===== src/rtl/cluster_dma_transfer_retire_tracker_if.sv =====
// Issue, completion and retire signals between the DMA frontend/backend and the
// in-order retire tracker.
interface cluster_dma_transfer_retire_tracker_if #(
  parameter int unsigned NumOutstanding = 16,
  parameter int unsigned SlotWidth      = $clog2(NumOutstanding)
);
  // Issue handshake: a transfer is accepted on any cycle where issue_valid_i && issue_ready_o;
  // valid may drop without acceptance, and ready depends only on registered occupancy.
  logic                 issue_valid_i;
  logic                 issue_ready_o;
  logic [SlotWidth-1:0] issue_slot_o;
  logic                 done_valid_i;
  logic [SlotWidth-1:0] done_slot_i;
  logic                 retire_o;
  logic [SlotWidth:0]   outstanding_o;
  logic                 err_o;

  modport master (
    output issue_valid_i,
    output done_valid_i,
    output done_slot_i,
    input  issue_ready_o,
    input  issue_slot_o,
    input  retire_o,
    input  outstanding_o,
    input  err_o
  );

  modport slave (
    input  issue_valid_i,
    input  done_valid_i,
    input  done_slot_i,
    output issue_ready_o,
    output issue_slot_o,
    output retire_o,
    output outstanding_o,
    output err_o
  );
endinterface


===== src/rtl/cluster_dma_transfer_retire_tracker.sv =====
// Ring of transfer slots: allocates on issue, accepts out-of-order completions,
// and retires strictly in issue order, one per cycle.
module cluster_dma_transfer_retire_tracker #(
  parameter int unsigned NumOutstanding = 16,
  parameter int unsigned SlotWidth      = $clog2(NumOutstanding)
) (
  input  logic clk_i,
  input  logic rst_ni,
  cluster_dma_transfer_retire_tracker_if.slave trk
);

  localparam logic [SlotWidth:0]   FullCount = (SlotWidth+1)'(NumOutstanding);
  localparam logic [SlotWidth:0]   CountOne  = (SlotWidth+1)'(1);
  localparam logic [SlotWidth:0]   CountZero = '0;
  localparam logic [SlotWidth-1:0] SlotOne   = SlotWidth'(1);

  logic [SlotWidth-1:0]      head_q, head_d;
  logic [SlotWidth-1:0]      tail_q, tail_d;
  logic [SlotWidth:0]        count_q, count_d;
  logic [NumOutstanding-1:0] done_q, done_d;
  logic                      err_q, err_d;

  logic                 issue_ready;
  logic                 issue_accept;
  logic                 retire;
  logic [SlotWidth-1:0] done_offset;
  logic                 slot_outstanding;
  logic                 done_legal;

  // Occupancy comes only from registered state, so ready never sees a same-cycle retire.
  assign issue_ready  = (count_q != FullCount);
  assign issue_accept = trk.issue_valid_i & issue_ready;
  assign retire       = (count_q != CountZero) & done_q[head_q];

  // Distance from head wraps at SlotWidth bits; anything inside the occupied window is live.
  assign done_offset      = trk.done_slot_i - head_q;
  assign slot_outstanding = ({1'b0, done_offset} < count_q);
  assign done_legal       = trk.done_valid_i & slot_outstanding & ~done_q[trk.done_slot_i];

  always_comb begin
    done_d  = done_q;
    head_d  = head_q;
    tail_d  = tail_q;
    count_d = count_q;
    err_d   = trk.done_valid_i & ~done_legal;

    // Issue, completion and retire never touch the same bit in one cycle:
    // a legal completion is never the tail, and the head is already done when it retires.
    if (issue_accept) begin
      done_d[tail_q] = 1'b0;
      tail_d         = tail_q + SlotOne;
    end
    if (done_legal) begin
      done_d[trk.done_slot_i] = 1'b1;
    end
    if (retire) begin
      done_d[head_q] = 1'b0;
      head_d         = head_q + SlotOne;
    end

    if (issue_accept && !retire) begin
      count_d = count_q + CountOne;
    end else if (!issue_accept && retire) begin
      count_d = count_q - CountOne;
    end
  end

  always_ff @(posedge clk_i or negedge rst_ni) begin
    if (!rst_ni) begin
      head_q  <= '0;
      tail_q  <= '0;
      count_q <= '0;
      done_q  <= '0;
      err_q   <= 1'b0;
    end else begin
      head_q  <= head_d;
      tail_q  <= tail_d;
      count_q <= count_d;
      done_q  <= done_d;
      err_q   <= err_d;
    end
  end

  assign trk.issue_ready_o = issue_ready;
  assign trk.issue_slot_o  = tail_q;
  assign trk.retire_o      = retire;
  assign trk.outstanding_o = count_q;
  assign trk.err_o         = err_q;

endmodule

===== src/flat_wrapper.sv =====
// flat-port wrapper written by rule: the top's interface ports become plain ports
module cluster_dma_transfer_retire_tracker_flat 
#(
  parameter int unsigned NumOutstanding = 16,
  parameter int unsigned SlotWidth      = $clog2(NumOutstanding)
)
  (clk_i, rst_ni, trk_issue_valid_i, trk_done_valid_i, trk_done_slot_i, trk_issue_ready_o, trk_issue_slot_o, trk_retire_o, trk_outstanding_o, trk_err_o);
  cluster_dma_transfer_retire_tracker_if #(.NumOutstanding(NumOutstanding), .SlotWidth(SlotWidth)) trk_i ();
  input  logic clk_i;
  input  logic rst_ni;
  input wire logic [$bits(trk_i.issue_valid_i)-1:0] trk_issue_valid_i;
  input wire logic [$bits(trk_i.done_valid_i)-1:0] trk_done_valid_i;
  input wire logic [$bits(trk_i.done_slot_i)-1:0] trk_done_slot_i;
  output wire logic [$bits(trk_i.issue_ready_o)-1:0] trk_issue_ready_o;
  output wire logic [$bits(trk_i.issue_slot_o)-1:0] trk_issue_slot_o;
  output wire logic [$bits(trk_i.retire_o)-1:0] trk_retire_o;
  output wire logic [$bits(trk_i.outstanding_o)-1:0] trk_outstanding_o;
  output wire logic [$bits(trk_i.err_o)-1:0] trk_err_o;
  assign trk_i.issue_valid_i = trk_issue_valid_i;
  assign trk_i.done_valid_i = trk_done_valid_i;
  assign trk_i.done_slot_i = trk_done_slot_i;
  assign trk_issue_ready_o = trk_i.issue_ready_o;
  assign trk_issue_slot_o = trk_i.issue_slot_o;
  assign trk_retire_o = trk_i.retire_o;
  assign trk_outstanding_o = trk_i.outstanding_o;
  assign trk_err_o = trk_i.err_o;
  cluster_dma_transfer_retire_tracker #(.NumOutstanding(NumOutstanding), .SlotWidth(SlotWidth)) u_core (.clk_i(clk_i), .rst_ni(rst_ni), .trk(trk_i));
endmodule

===== config.mk =====
export PLATFORM = sky130hd
export DESIGN_NAME = cluster_dma_transfer_retire_tracker_flat
export DESIGN_NICKNAME = d
export VERILOG_FILES = /design/src/rtl/cluster_dma_transfer_retire_tracker_if.sv /design/src/rtl/cluster_dma_transfer_retire_tracker.sv /design/src/flat_wrapper.sv
export SDC_FILE = /design/constraint.sdc
export NUM_CORES = 1
export LEC_CHECK = 0
export CAP_MARGIN = 10
export CORE_ASPECT_RATIO = 0.9
export CORE_MARGIN = 3
export CORE_UTILIZATION = 30
export DETAILED_ROUTE_END_ITERATION = 12
export GPL_TIMING_DRIVEN = 0
export PLACE_DENSITY = 0.47
export RECOVER_POWER = 100
export SLEW_MARGIN = 20
export SYNTH_ARGS = -nofsm -noshare
export SYNTH_HDL_FRONTEND = slang
export SYNTH_SLANG_ARGS = --single-unit

===== constraint.sdc =====
create_clock -name clk_i -period 3.2 [get_ports clk_i]
set_input_delay 0.96 -clock clk_i [delete_from_list [all_inputs] [get_ports clk_i]]
set_output_delay 0.96 -clock clk_i [all_outputs]
set_load 0.1 [all_outputs]

==> results of run 1 <==
## cell usage after synthesis (2+ instances only)
cell       instances
xnor2_1           11
mux2_2             5
ha_1              18
nand2b_1           3
o21ai_0           16
a21oi_1            6
dfrtp_1           30
nor2_1             8
o31ai_1            2
fa_1               2
mux2i_1            5
nor2b_1            3
a22oi_1           17
a21o_1             3
nand2_1           22
a2111oi_0          2
nor3_2             2
nor3b_2            2
mux4_2             4
xor2_1             2
nand4_1            5
nor3_1             2
buf_2              5
nand3_1            5
nor4_1             2
inv_1             17
## worst max path at each step
stage,end,cells after the start,slack (ps),start
3_5_place_dp,u_core.done_q[0]$_DFF_PN0_,11,-670,trk_done_slot_i[1]
6_report,u_core.done_q[7]$_DFF_PN0_,13,110,trk_done_slot_i[0]
3_3_place_gp,u_core.done_q[0]$_DFF_PN0_,11,-670,trk_done_slot_i[1]
4_1_cts,u_core.done_q[0]$_DFF_PN0_,14,1,trk_done_slot_i[0]
2_1_floorplan,u_core.trk.outstanding_o[4]$_DFFE_PN0P_,13,-80,u_core.trk.outstanding_o[1]$_DFFE_PN0P_
5_1_grt,u_core.done_q[0]$_DFF_PN0_,14,-30,trk_done_slot_i[0]
## worst reg2reg max path, stage by stage, from the launching register on
cell	delay, ps
dfrtp_1	390
buf_6	170
mux4_2	540
nor2_4	130
nor3_4	70
o21bai_4	200
inv_1	70
ha_1	170
inv_1	120
fa_2	380
a21o_1	170
a21oi_1	170
xnor2_1	130
nor2_1	70
xnor2_1	130
## registers in the layout (all words and copies together) (netlist names)
name                      flops
u_core.trk.err_o              1
u_core.head_q                 4
u_core.done_q                16
u_core.trk.outstanding_o      5
u_core.trk.issue_slot_o       4
## timing repair
action | in CTS | in global routing
pin swaps | 5 | 7
buffers inserted | 2 | 0
resized for setup | 24 | 15
endpoints found under the setup margin | 20 | 11
endpoints found under the hold margin | 0 | 0
## final cells by class
| type | instances | area, um^2 |
|---|---|---|
| timing repair buffer | 20 | 161 |
| tap | 90 | 113 |
| sequential | 30 | 758 |
| clock buffer | 6 | 72.6 |
| fill | 707 | 4160 |
| clock inverter | 2 | 10.0 |
| buffer | 8 | 56.3 |
| multi-input combinational | 163 | 1400 |
| inverter | 17 | 66.3 |
## layer usage
metal / GRT usage [%] / wire [um] / up-vias
li1: - / - / 839
met1: 25.2 / 3080 / 865
met2: 20.8 / 2470 / 37
met3: 3.21 / 318 / 5
met4: 3.88 / 46 / 0
met5: 0 / 0 / -
## metrics by stage
stage / hold WS [ps] / utilization [%]
after global routing: 428 / 38.8
final: 436 / 38.8
after global placement: 538 / 36.5
after floorplan: 527 / -
after CTS: 448 / 38.6
after detailed placement: 549 / 36.7
## logic make-up after synthesis
group | after synthesis | share of synthesized area (%)
AOI/OAI and AO/OA | 55 | 18.1
buffers and inverters | 25 | 5.13
DFF | 30 | 34.6
adders and majority gates | 20 | 12.2
muxes | 15 | 9.73
xor gates and xnor gates | 13 | 5.24
and+or+nand+nor | 60 | 15.0
==> metrics, run 1 <==
failing checks=capacitance limit, slew limit; hold buffer count at CTS=0; Least-Margin Pin Slew=between 1500 and 2000 ps; CTS root buf=clkbuf_8; fin crit period=between 3000 and 4000 ps; Mean Syn Cell Area=around 10 um^2; CTS Sinks=30; Synth Register Bits=30; r2r setup slk=roughly 170 ps; sequential share of the synthesized area=between 30 and 40%; Die Width=about 96 um; non-filler cells, final=~340; proportion of layout cells with a drive suffix above 1=between 20% and 30%; first-pass GRT wire length=approximately 9700 um; number of nets still failing antenna checks after routing=0; Placer Congestion=~0.85; Worst setup EP type=flop; drt pass-1 iters=4; Critical Path RT=about 3400 ps; placement-stage cell area=2490 um^2; ys flop type=dfrtp_1; Post-Syn Nets=246; slew margin rel.=-11.9%; Top delay family on crit path=adder cells; CTS tree=done; worst-case reg-to-reg path depth=14; IO Pins=20; crit start category=input pin; via count=1746; Maximum Capacitance Violations=1; most frequent cells in the layout=dfrtp_1 (24), nand2_1 (22), a22oi_1 (17); pin count of the biggest net entering global routing=30; initial core utilization=32.0%; initial antenna violation count=0; FP Rows=28; Crit Path Category=input pin to flop; Critical Path Fanout Max=6; fmax=~0.32 GHz; Critical path buffers and inverters=4; status=finished with violations; vias in the first global route=about 1700; gr ovfl total=0; die footprint=8300 um^2; CP Cell Sequence=buf_6 > inv_4 > ha_2 > inv_2 > fa_2 > xor2_2 > ha_2 > o21ai_2 > a221oi_2 > buf_2 > nor2b_1 > nand4_1 > a22oi_1; cts bufs inserted=5; asr flop ratio synth=100%; fin crit share=a little over nine tenths; Synth area leader=dfrtp_1; Clock Path Buffers=2; count of final hold-check violations=0; post-route cell area=~2600 um^2; total negative slack=0 ps; CP max stage delay=roughly 420 ps; Netlist cell types=45; final WL=between 5000 and 6000 um; CTS clock-pin slew for the worst setup and hold paths=about 70 ps; Tot GR Track Use=~16%; DRC=0; Die Y=86.7 um; Arr. time, crit path=3280 ps; warnings from Yosys=0; HPWL Detailed=between 4000 and 5000 um; Worst path most repeated cell=ha_2; slack of the critical path=approximately 110 ps; Post-Syn Area=~2200 um^2; core area=a little under 7000 um^2; final net count=between 200 and 300; WL/cell=~18 um; top cell type's share of synthesized area=34.6%; Syn Inst Count=roughly 220; final slew viol count=30; final setup violation count=0; Reg-to-Reg End=u_core.trk.outstanding_o[4]$_DFFE_PN0P_; H-tree depth=2; initial detailed-routing violation count=104; IO buf count=17; area delta synth->final=21.5%; Via-to-Cell Ratio=5.20; DP Worst Slack=-671 ps; leading post-synthesis cells by cell area=dfrtp_1 (35%), ha_1 (10%), a22oi_1 (5.9%); Cells after DPL=around 330; most common cell after layout, fill and taps aside=dfrtp_1; Skew-Pair Late Insertion Delay=between 200 and 300 ps; n_diodes=0; Worst path slowest cell=nor2b_1; reg-to-reg startpoint=u_core.head_q[1]$_DFFE_PN0N_; number of synthesized flops with an enable pin=0; skew final=11.2 ps; Hold Crit Class=input pin to async pin
Power of run 1 is left out: the tool's default activity adds up to more than one toggle a clock period on the data nets, which glitch-free logic cannot reach.
==> run 2: changes to the inputs <==
Settings changed: ABC_CLOCK_PERIOD_IN_PS from default to 3200, HOLD_SLACK_MARGIN from default to 0.02.
==> results of run 2 <==
Same layout as run 1: the final DEF is identical, and so are final timing and power.
Power of run 2 is left out for the same reason.
